`src/rtl/alu_sequencer.sv`:
```
// ---------------------------------------------------------------------------
// alu_sequencer
//
// Purpose:
//   Initiator side of the Gumnut ALU interface. It takes one decoded ALU or
//   shift request at a time. Ops 0000-0111 go to the external combinational
//   ALU for a single cycle. Shifts and rotates (10xx) run inside this block.
//   Ops 11xx are undefined and produce result 0 with C=0 and Z=1. The block
//   holds the architectural C/Z flags and presents one result at a time to
//   register-file writeback.
//
// Configuration macro:
//   ALU_SEQ_FAST_SHIFT_EN - when defined, every shift/rotate finishes in one
//                           cycle using a barrel shifter. When undefined, the
//                           shifter moves one bit position per cycle.
//
// Ports:
//   clk_i, rst_ni           clock and asynchronous active-low reset
//   req_valid_i/ready_o     request handshake (ready only while idle)
//   req_op_i/rs_i/op2_i     ALUOp and operands
//   req_count_i             shift/rotate amount
//   req_rd_i                destination register index
//   alu_op_o/rs_o/op2_o     operands to the external ALU (valid in EXEC only)
//   alu_carry_o             current C flag to the ALU (valid in EXEC only)
//   alu_res_i/carry_i       ALU result and carry/borrow out
//   alu_zero_i              ALU zero out (ignored; Z is taken from the result)
//   wb_valid_o/ready_i      writeback handshake
//   wb_rd_o/data_o/we_o     writeback index, data and write enable (rd != 0)
//   flag_c_o, flag_z_o      architectural C and Z flags
// ---------------------------------------------------------------------------
module alu_sequencer (
    input  logic       clk_i,
    input  logic       rst_ni,
    input  logic       req_valid_i,
    output logic       req_ready_o,
    input  logic [3:0] req_op_i,
    input  logic [7:0] req_rs_i,
    input  logic [7:0] req_op2_i,
    input  logic [2:0] req_count_i,
    input  logic [2:0] req_rd_i,
    output logic [3:0] alu_op_o,
    output logic [7:0] alu_rs_o,
    output logic [7:0] alu_op2_o,
    output logic       alu_carry_o,
    input  logic [7:0] alu_res_i,
    input  logic       alu_carry_i,
    input  logic       alu_zero_i,
    output logic       wb_valid_o,
    input  logic       wb_ready_i,
    output logic [2:0] wb_rd_o,
    output logic [7:0] wb_data_o,
    output logic       wb_we_o,
    output logic       flag_c_o,
    output logic       flag_z_o
);

    typedef enum logic [1:0] {
        IDLE  = 2'd0,
        EXEC  = 2'd1,
        SHIFT = 2'd2,
        RESP  = 2'd3
    } state_t;

    state_t      r_state;
    state_t      w_state_nxt;
    logic [3:0]  r_op;
    logic [7:0]  r_rs;
    logic [7:0]  r_op2;
    logic [2:0]  r_count;
    logic [2:0]  r_rd;
    logic [7:0]  r_result;
    logic        r_c;
    logic        r_z;
    logic        w_accept;
    logic        w_exec_z;

    // One bit position of shift/rotate. kind: 00 shl, 01 shr, 10 rol, 11 ror.
    // Returns {bit shifted out, new value}.
    function automatic logic [8:0] shift_step(input logic [1:0] kind,
                                              input logic [7:0] v);
        logic [8:0] r;
        case (kind)
            2'b00:   r = {v[7], v[6:0], 1'b0};
            2'b01:   r = {v[0], 1'b0, v[7:1]};
            2'b10:   r = {v[7], v[6:0], v[7]};
            default: r = {v[0], v[0], v[7:1]};
        endcase
        return r;
    endfunction

`ifdef ALU_SEQ_FAST_SHIFT_EN
    // Unrolled shifter: applies up to seven single steps. With cnt=0 the
    // value passes through and the incoming carry is kept.
    function automatic logic [8:0] shift_n(input logic [1:0] kind,
                                           input logic [7:0] v,
                                           input logic [2:0] cnt,
                                           input logic       cin);
        logic [8:0] r;
        r = {cin, v};
        for (int i = 0; i < 7; i++) begin
            if (3'(i) < cnt)
                r = shift_step(kind, r[7:0]);
        end
        return r;
    endfunction

    logic [8:0] w_shift;
    assign w_shift = shift_n(r_op[1:0], r_rs, r_count, r_c);
`else
    logic [7:0] r_work;
    logic [8:0] w_step;
    assign w_step = shift_step(r_op[1:0], r_work);
`endif

    assign w_accept = req_valid_i && (r_state == IDLE);
    // The ALU's zero output is deliberately ignored; the AND with 0 only
    // keeps the port referenced.
    assign w_exec_z = (alu_res_i == 8'h00) | (alu_zero_i & 1'b0);

    assign flag_c_o = r_c;
    assign flag_z_o = r_z;

    always_ff @(posedge clk_i or negedge rst_ni) begin
        if (!rst_ni) begin
            r_state  <= IDLE;
            r_op     <= '0;
            r_rs     <= '0;
            r_op2    <= '0;
            r_count  <= '0;
            r_rd     <= '0;
            r_result <= '0;
            r_c      <= 1'b0;
            r_z      <= 1'b0;
`ifndef ALU_SEQ_FAST_SHIFT_EN
            r_work   <= '0;
`endif
        end else begin
            r_state <= w_state_nxt;
            case (r_state)
                IDLE: begin
                    if (w_accept) begin
                        r_op    <= req_op_i;
                        r_rs    <= req_rs_i;
                        r_op2   <= req_op2_i;
                        r_count <= req_count_i;
                        r_rd    <= req_rd_i;
`ifndef ALU_SEQ_FAST_SHIFT_EN
                        r_work  <= req_rs_i;
`endif
                    end
                end
                EXEC: begin
                    if (r_op[3]) begin
                        // Undefined 11xx ops: fixed result, ALU untouched.
                        r_result <= 8'h00;
                        r_c      <= 1'b0;
                        r_z      <= 1'b1;
                    end else begin
                        r_result <= alu_res_i;
                        r_c      <= alu_carry_i;
                        r_z      <= w_exec_z;
                    end
                end
                SHIFT: begin
`ifdef ALU_SEQ_FAST_SHIFT_EN
                    r_result <= w_shift[7:0];
                    r_c      <= w_shift[8];
                    r_z      <= (w_shift[7:0] == 8'h00);
`else
                    if (r_count == 3'd0) begin
                        // Zero count: pass rs through and keep C.
                        r_result <= r_work;
                        r_z      <= (r_work == 8'h00);
                    end else if (r_count == 3'd1) begin
                        // Last step: flags are committed as RESP is entered.
                        r_result <= w_step[7:0];
                        r_c      <= w_step[8];
                        r_z      <= (w_step[7:0] == 8'h00);
                    end else begin
                        r_work  <= w_step[7:0];
                        r_count <= r_count - 3'd1;
                    end
`endif
                end
                default: ;
            endcase
        end
    end

    always_comb begin
        w_state_nxt = r_state;
        req_ready_o = 1'b0;
        alu_op_o    = '0;
        alu_rs_o    = '0;
        alu_op2_o   = '0;
        alu_carry_o = 1'b0;
        wb_valid_o  = 1'b0;
        wb_rd_o     = '0;
        wb_data_o   = '0;
        wb_we_o     = 1'b0;
        case (r_state)
            IDLE: begin
                req_ready_o = 1'b1;
                if (req_valid_i)
                    w_state_nxt = (req_op_i[3:2] == 2'b10) ? SHIFT : EXEC;
            end
            EXEC: begin
                if (!r_op[3]) begin
                    alu_op_o    = r_op;
                    alu_rs_o    = r_rs;
                    alu_op2_o   = r_op2;
                    alu_carry_o = r_c;
                end
                w_state_nxt = RESP;
            end
            SHIFT: begin
`ifdef ALU_SEQ_FAST_SHIFT_EN
                w_state_nxt = RESP;
`else
                if (r_count <= 3'd1)
                    w_state_nxt = RESP;
`endif
            end
            RESP: begin
                wb_valid_o = 1'b1;
                wb_rd_o    = r_rd;
                wb_data_o  = r_result;
                wb_we_o    = (r_rd != 3'd0);
                if (wb_ready_i)
                    w_state_nxt = IDLE;
            end
            default: w_state_nxt = IDLE;
        endcase
    end

endmodule

```
`config.mk`:
```
export PLATFORM = sky130hd
export DESIGN_NAME = alu_sequencer
export DESIGN_NICKNAME = d
export VERILOG_FILES = /design/src/rtl/alu_sequencer.sv
export SDC_FILE = /design/constraint.sdc
export NUM_CORES = 1
export LEC_CHECK = 0
export ABC_AREA = 0
export BUFFER_PORTS_ARGS = -buffer_cell sky130_fd_sc_hd__buf_2
export CORE_UTILIZATION = 31
export DETAILED_ROUTE_END_ITERATION = 10
export PLACE_DENSITY = 0.57
export SLEW_MARGIN = 20
export SYNTH_ARGS = -nofsm -noshare
export SYNTH_HDL_FRONTEND = slang
export SYNTH_SLANG_ARGS = --single-unit
```
`constraint.sdc`:
```
create_clock -name clk_i -period 1.95 [get_ports clk_i]
set_input_delay 0.39 -clock clk_i [delete_from_list [all_inputs] [get_ports clk_i]]
set_output_delay 0.39 -clock clk_i [all_outputs]
set_load 0.05 [all_outputs]
```
== Word level (Yosys, flattened, before mapping) ==
Cells that the tools add are included.
Word-level totals
  flip-flop bits (word level): 46
  output and inout bits: 37
  word-level logic and storage cells: 81
Cells by class
  $add $sub $neg: 1
  magnitude comparators: 1
  equality and inequality tests: 15
  muxes and demuxes: 39
  reductions and logical operators: 15
Operators by type and width (count)
  8-bit 2-to-1 mux: 11
  8-bit case mux with 2 select lines: 2
  9-bit case mux with 3 select lines: 1
  8-bit logical NOT: 3
  3-bit 2-to-1 mux: 6
  2-bit != test, second input constant: 7
  1-bit 2-to-1 mux: 11
  2-bit equality test, second input constant: 4
  2-bit 2-to-1 mux: 4
  2-bit case mux with 4 select lines: 1
  3-bit case mux with 2 select lines: 1
  3-bit AND reduction: 2
  2-bit by 1-bit equality test with 1-bit output, second input constant: 2
  2-bit logical NOT: 2
  1-bit case mux with 2 select lines: 2
  2-bit AND reduction: 2
  4-bit AND reduction: 1
  2-bit nonzero test: 2
  3-bit by 1-bit equality test with 1-bit output, second input constant: 1
  3-bit by 1-bit <= comparator with 1-bit output, second input constant: 1
  3-bit logical NOT: 1
  3-bit != test, second input constant: 1
  3-bit nonzero test: 1
  3-bit by 1-bit subtractor with 3-bit output, second input constant: 1
  1-bit logical AND: 1

== Depth between registers and ports, before layout ==
Gate-level depths: netlist of the first run.
  depth in word-level cells: 6
  depth in mapped cells: 8
  gate-level depth less buffers: 6

== Worst setup path after synthesis of the first run ==
Ideal clock, no wire load.
  path type: register -> output
  from: register r_state[1]
  to: output wb_we_o
  arrival time: 2.050 ns
  path slack: -0.490 ns
  stages on the path, launching flop included: 5
  buffers on the path: 1
  cell sequence: dfrtp_1 -> ha_1 -> clkbuf_1 -> and2_1 -> or3_1
On the way
  word-level cells in the longest chain between the ends: 2
RTL lines
  start: declaration: RTL line 64  | state_t r_state;
  start signal: assignment: RTL line 138  | r_state <= w_state_nxt;
  2-bit equality test: RTL line 201  | case (r_state)
  1-bit 2-to-1 mux: RTL line 201
  end: declaration: RTL line 52  | output logic wb_we_o,
Every way passes these cells.

== Final worst setup path of the first run ==
  from: register r_state[1]
  to: output alu_op_o[2]
On the way
  word-level cells in the longest chain between the ends: 2
RTL lines
  2-bit by 1-bit equality test with 1-bit output: RTL line 201
  3-bit 2-to-1 mux: RTL line 201
  end: declaration: RTL line 41  | output logic [3:0] alu_op_o,
Every way passes these cells.

==> results of run 1 <==
-- report_power, final --
part           internal [mW]  switching [mW]
combinational           2.10            2.55
clock                  0.383           0.335
sequential              1.45           0.439
total                   3.94            3.33
-- worst max path at each step --
stage,startpoint,to,cells after the start
6_report,r_state[1],alu_op_o[2],6
5_1_grt,r_state[1],alu_carry_o,6
4_1_cts,r_state[1],alu_carry_o,6
3_5_place_dp,r_state[1],alu_rs_o[7],6
3_3_place_gp,r_state[1],alu_rs_o[2],6
2_1_floorplan,r_state[1],wb_we_o,4
-- kinds of logic (layout without fill, tap and decap cells) --
logic type | Yosys count | after routing | share of synthesized area
AOI/OAI and AO/OA | 60 | 60 | 0.156
adders and majority gates | 7 | 7 | 0.0335
buffers and inverters | 21 | 109 | 0.0440
DFF | 46 | 46 | 0.440
muxes | 34 | 34 | 0.141
other | 1 | 1 | 0.00143
and+or+nand+nor | 89 | 89 | 0.184
-- registers in the layout (all words and copies together), names as in the netlist --
register and flops:
r_op2 8, r_rd 3, r_result 8, flag_c_o 1, r_op 4, r_work 8, flag_z_o 1, r_count 3
r_rs 8, r_state 2
-- cells in the mapped netlist, drive strengths merged --
master	count	share of area
or2	1	0.0024
nor3	2	0.0038
inv	7	0.010
o21ba	1	0.0038
o41ai	1	0.0062
o211ai	1	0.0029
a211oi	1	0.0029
nand2	18	0.026
nand3	1	0.0019
a22oi	4	0.011
o21ai	18	0.034
ha	7	0.033
o221ai	2	0.0091
o31a	1	0.0033
nor3b	2	0.0057
conb	1	0.0014
and2	31	0.074
nor2	19	0.029
mux2i	10	0.038
nand2b	4	0.013
or3	2	0.0048
and3b	1	0.0033
a221oi	2	0.0091
dfrtp	46	0.44
mux2	24	0.10
a22o	2	0.0067
a31oi	4	0.0096
nor2b	3	0.0072
a21oi	15	0.029
clkbuf	3	0.0043
o21bai	1	0.0029
nor4	4	0.0096
a21o	2	0.0057
buf	11	0.030
a2bb2oi	5	0.019
nand3b	1	0.0029
-- per-layer routing --
metal | vias to the layer above | track usage | part of all wire
li1 | 1072 | - | -
met1 | 1074 | 0.223 | 0.46
met2 | 63 | 0.280 | 0.48
met4 | 0 | 0.0462 | 0.015
met3 | 11 | 0.0372 | 0.054
met5 | - | 0 | 0
-- area by class of cell --
| type | instances | area (sq um) | area share |
|---|---|---|---|
| Clock inverter | 2 | 37.5 | 0.0102 |
| Clock buffer | 6 | 72.6 | 0.0197 |
| Timing Repair Buffer | 94 | 792 | 0.215 |
| Multi-Input combinational cell | 191 | 1470 | 0.400 |
| Tap cell | 105 | 131 | 0.0356 |
| Inverter | 7 | 26.3 | 0.00713 |
| Sequential cell | 46 | 1150 | 0.313 |
-- worst max-delay path, stage by stage, from the launching register on --
cell and delay (ps):
dfrtp_2 450, inv_2 90, ha_4 130, nor2b_4 220
buf_6 160, and2_4 150, buf_8 140
-- metrics by stage --
step,cells,power (mW),worst slack [ps],util,setup TNS (ps)
after global placement,436,5.65,64.0,0.387,0
after CTS,451,7.23,-91.1,0.447,-1670
after global routing,451,7.78,-148,0.451,-2730
after detailed placement,436,5.73,63.8,0.387,0
final,451,7.27,-73.9,0.451,-1310
after floorplan,258,4.83,18.1,-,0
-- layout by cell type (no fill, tap or decap), types with 3 or more instances in the layout --
cell / netlist / routed
a2bb2oi_1: 4 / 4
and2_1: 31 / 7
inv_1: 6 / 5
a22oi_1: 4 / 4
nand2_1: 18 / 18
buf_8: 0 / 21
ha_1: 7 / 3
mux2i_1: 10 / 10
and2_4: 0 / 23
dfrtp_1: 46 / 44
a21oi_1: 15 / 15
nor2_1: 17 / 17
buf_4: 4 / 20
a31oi_1: 4 / 3
clkbuf_8: 0 / 5
o21ai_0: 17 / 17
buf_2: 5 / 44
buf_6: 2 / 7
mux2_2: 24 / 24
nor4_1: 4 / 4
-- what timing repair did --
action / in CTS / in global routing
endpoints found under the setup margin: 21 / 43
gates resized for setup: 108 / 8
pin swaps: 20 / 4
gates cloned: 3 / 0
setup buffers: 4 / 1
==> results by group, run 1 <==
Status
  • Status: complete, but fails checks
  • Violated checks: setup timing

Timing
  • Minimum clock period: 2020 ps
  • Final Skew: 8.51 ps
  • Fin crit share: 1.04
  • Final setup vio count: 21
  • Hold Vio Cnt, Final: 0
  • Least-Margin Pin Slew: 588 ps
  • Hold slack: 163 ps
  • Crit path setup slack, layout: -73.9 ps
  • Max-slew violations: 0
  • Slew HR: 0.608
  • RSZ-0062 raised after global routing: true
  • Max Freq: 0.494 GHz

Floorplan
  • Initial core utilization: 0.320
  • Die Area: 0.00882 sq mm
  • Die Wd: 93.9 um
  • DIE HEIGHT: 93.9 um
  • I/O pin count: 77
  • Core area: 0.00818 sq mm
  • Number of cell rows: 33

Setup path
  • RR Startpoint: r_state[0]
  • CP Capture Type: output port
  • Reg-to-Reg End: flag_z_o
  • Worst setup SP type: register
  • Crit path max fanout: 5
  • Crit Path Class: reg2out
  • CP required: 1560 ps
  • Reg2Reg Setup Slack: 140 ps
  • Worst Path Arrival: 1630 ps
  • Worst-case reg-to-reg path depth: 8

Flow run
  • Max-cap violations: 0

CTS
  • Root buffer cell: clkbuf_8
  • Maximum clock insertion buffer count: 2
  • Hold_buf cts: 0
  • TritonCTS clock tree: yes
  • Clock sink count: 46
  • Clk slew on worst S/H paths: 90 ps
  • Cts bufs inserted: 5
  • Clk_lat worst skew: 300 ps
  • Htree depth: 2

Final layout
  • Layout area overhead: 40.9%
  • Ratio of cells with drive above 1 in the final layout: 0.494
  • FILL cells: 803
  • Design area: 0.00369 sq mm
  • Antenna diodes: 0
  • Layout net count: 392

Route
  • Routed vias/inst: 4.92
  • DR iter-0 viols: 72
  • Vias: 2220
  • Drt pass-1 iters: 4
  • DR WL/cell: 14.9 um
  • Total Wirelength: 6730 um
  • DRC: 0
  • Post-route ant nets: 0

Placement
  • GP Congestion: 0.801
  • I/O Buffers: 74
  • Detailed placer's ending HPWL: 4700 um
  • Post-DP Area: 0.00316 sq mm

Synthesis
  • Register area share after synthesis: 0.440
  • Synth Warn #: 0
  • Distinct cells, synth: 46
  • Seq cells post-synth: 46
  • Syn Area/Cell: 10.1 sq um
  • Cells after Synth: 258
  • Post-Syn Nets: 305
  • Synthesized area: 0.00262 sq mm

Hold path
  • HP Class: in2async

Power
  • PD cells: 1970 mW/mm^2
  • Worst ir drop on vdd: 0.830 mV
  • Leakage: 1.69 nW

Global route
  • Gr usage total: 0.170
  • Initial antenna violation count: 0
  • First-pass GRT wire length: 11600 um
  • Vias in the first global route: 2342
  • Largest net degree at the start of global routing: 47
  • GRT overflow: 0
No activity file was read; power rests on OpenSTA's default activity.
==> run 2: changes to the inputs <==
--- a/config.mk
+++ b/config.mk
@@ -9,7 +9,8 @@
 export BUFFER_PORTS_ARGS = -buffer_cell sky130_fd_sc_hd__buf_2
 export CORE_UTILIZATION = 31
 export DETAILED_ROUTE_END_ITERATION = 10
-export PLACE_DENSITY = 0.57
+export PLACE_DENSITY = 0.53
+export RECOVER_POWER = 25
 export SLEW_MARGIN = 20
 export SYNTH_ARGS = -nofsm -noshare
 export SYNTH_HDL_FRONTEND = slang
==> results by group, run 2 (synthesis gave the netlist of run 1 again) <==
Timing
  • Hold Vio Cnt, Final: 0 (unchanged)
  • Slew HR: 0.313 (-0.295)
  • Final Skew: 7.45 ps (-1.06 ps)
  • RSZ-0062 raised after global routing: true
  • Minimum clock period: 2010 ps (-10.7 ps)
  • Final setup vio count: 21 (unchanged)
  • Max Freq: 0.497 GHz (+0.53%)
  • Max-slew violations: 0 (unchanged)
  • Hold slack: 242 ps (+78.6 ps)
  • Fin crit share: 1.03 (-0.00551)
  • Crit path setup slack, layout: -63.2 ps (+10.7 ps)
  • Least-Margin Pin Slew: 1030 ps (+443 ps)

Setup path
  • Crit Path Class: reg2out
  • Worst setup SP type: register
  • Worst Path Arrival: 1620 ps (about the same)
  • CP Capture Type: output port
  • Slowest stage delay, CP: 460 ps (about the same)
  • CP required: 1560 ps (about the same)
  • Cell Chain, Critical Path: buf_12 > ha_4 > nor2b_4 > buf_6 > and2_4 > buf_8
  • Crit-path slowest cell: dfrtp_2
  • Crit path max fanout: 7 (+2)

Floorplan
  • Initial core utilization: 0.320 (unchanged)
  • Die Area: 0.00882 sq mm (unchanged)
  • Die Wd: 93.9 um (unchanged)
  • Core area: 0.00818 sq mm (unchanged)
  • DIE HEIGHT: 93.9 um (unchanged)
  • I/O pin count: 77 (unchanged)
  • Number of cell rows: 33 (unchanged)

Global route
  • Gr usage total: 0.164 (-0.00553)
  • GRT overflow: 0 (unchanged)
  • First-pass GRT wire length: 11300 um (-2.4%)
  • Vias in the first global route: 2208 (-5.7%)
  • Initial antenna violation count: 0 (unchanged)
  • Largest net degree at the start of global routing: 30 (-36%)

Final layout
  • Antenna diodes: 0 (unchanged)
  • FILL cells: 810 (+0.87%)
  • Layout area overhead: 40.2%
  • Ratio of cells with drive above 1 in the final layout: 0.487 (-0.00719)
  • Layout net count: 393 (+0.26%)
  • Most common cell after layout, fill and taps aside: buf_2
  • Most frequent cells in the layout: buf_2 (50), dfrtp_1 (44), mux2_2 (24), and2_4 (22), buf_8 (21)
  • Post-Route Utilization: 0.449 (-0.00199)

Route
  • Post-route ant nets: 0 (unchanged)
  • Routed vias/inst: 4.85 (-1.4%)
  • Total Wirelength: 6830 um (+1.5%)
  • Drt pass-1 iters: 4 (unchanged)
  • DR WL/cell: 15.1 um (+1.3%)
  • DRC: 0 (unchanged)
  • DR iter-0 viols: 74 (+2.8%)
  • Vias: 2193 (-1.2%)

Placement
  • Pre-CTS WS: 36.9 ps (-26.9 ps)
  • I/O Buffers: 74 (unchanged)
  • Detailed placer's ending HPWL: 4950 um (+5.4%)
  • GP Congestion: 0.815 (+1.7%)

Power
  • PD cells: 1980 mW/mm^2 (+0.51%)
  • Leakage: 1.70 nW (+0.34%)
  • Worst ir drop on vdd: 0.808 mV (-2.6%)

CTS
  • Maximum clock insertion buffer count: 2 (unchanged)
  • TritonCTS clock tree: yes
  • Clk slew on worst S/H paths: 90 ps (about the same)
  • Clk_lat worst skew: 300 ps (about the same)
  • Cts bufs inserted: 5 (unchanged)
  • Htree depth: 2 (unchanged)
  • Root buffer cell: clkbuf_8
  • Clock sink count: 46 (unchanged)

Flow run
  • Max-cap violations: 0 (unchanged)

Hold path
  • HP Class: in2async

Status
  • Status: complete, but fails checks
  • Violated checks: setup timing
-- run 2: cell types whose count changed in the layout (fill, tap and decap cells not counted), moves of 2 or more --
cell / delta
buf_2: +6
buf_4: -5
buf_6: -3
clkinv_2: +2
-- run 2: cell type report --
| class | instances | area (sq um) | share of cell area |
|---|---|---|---|
| multi-input cells | 191 | 1470 | 0.401 |
| clock inverters | 3 | 40.0 | 0.0109 |
| clock buffers | 5 | 68.8 | 0.0187 |
| flip-flops and latches | 46 | 1150 | 0.314 |
| inverters | 7 | 26.3 | 0.00716 |
| repair buffers | 95 | 779 | 0.212 |
| well taps | 105 | 131 | 0.0358 |
-- run 2: metal layers --
layer | up-vias | global-route usage | part of all wire
met2 | 52 | 0.258 | 0.47
met1 | 1048 | 0.232 | 0.48
met3 | 6 | 0.0348 | 0.044
met5 | - | 0 | 0
met4 | 0 | 0.0333 | 0.0075
li1 | 1087 | - | -
-- run 2: repair_timing --
item                                    CTS  global route
resized for setup                        90            14
pin swaps                                17             2
buffers inserted                          3             2
gates cloned                              1             0
hold buffers                              0             0
endpoints found under the setup margin   21            47
-- run 2: final timing paths --
| kind | start | end | slack, ps | cells past startpoint |
|---|---|---|---|---|
| min in group clk_i | req_op2_i[3] | r_op2[3] | 310 | 2 |
| min reg2reg | r_result[4] | r_result[4] | 510 | 2 |
| min | rst_ni | r_rs[6] | 240 | 1 |
| max | r_state[0] | alu_carry_o | -60 | 6 |
| max reg2reg | r_state[1] | r_result[0] | 160 | 7 |
| max in group asynchronous | rst_ni | r_state[0] | 410 | 2 |
-- run 2: power by group --
group          switching [mW]  internal [mW]
sequential              0.450           1.45
combinational            2.56           2.10
clock                   0.342          0.378
total                    3.35           3.92
-- run 2: critical path: cells and delay by family, from the launching register on --
family / cells / cell delay (ps)
adders and majority gates: 1 / 150
and+or+nand+nor: 2 / 300
DFF: 1 / 460
buffers and inverters: 3 / 420
-- run 2: stage by stage --
step	power [mW]	TNS, ps	cells	instance area, sq um
after floorplan	4.83	0	258	2640
after global placement	5.73	0	439	3200
after detailed placement	5.79	0	439	3200
after CTS	7.13	-1880	451	3610
after global routing	7.77	-2450	452	3670
final	7.27	-1010	452	3670
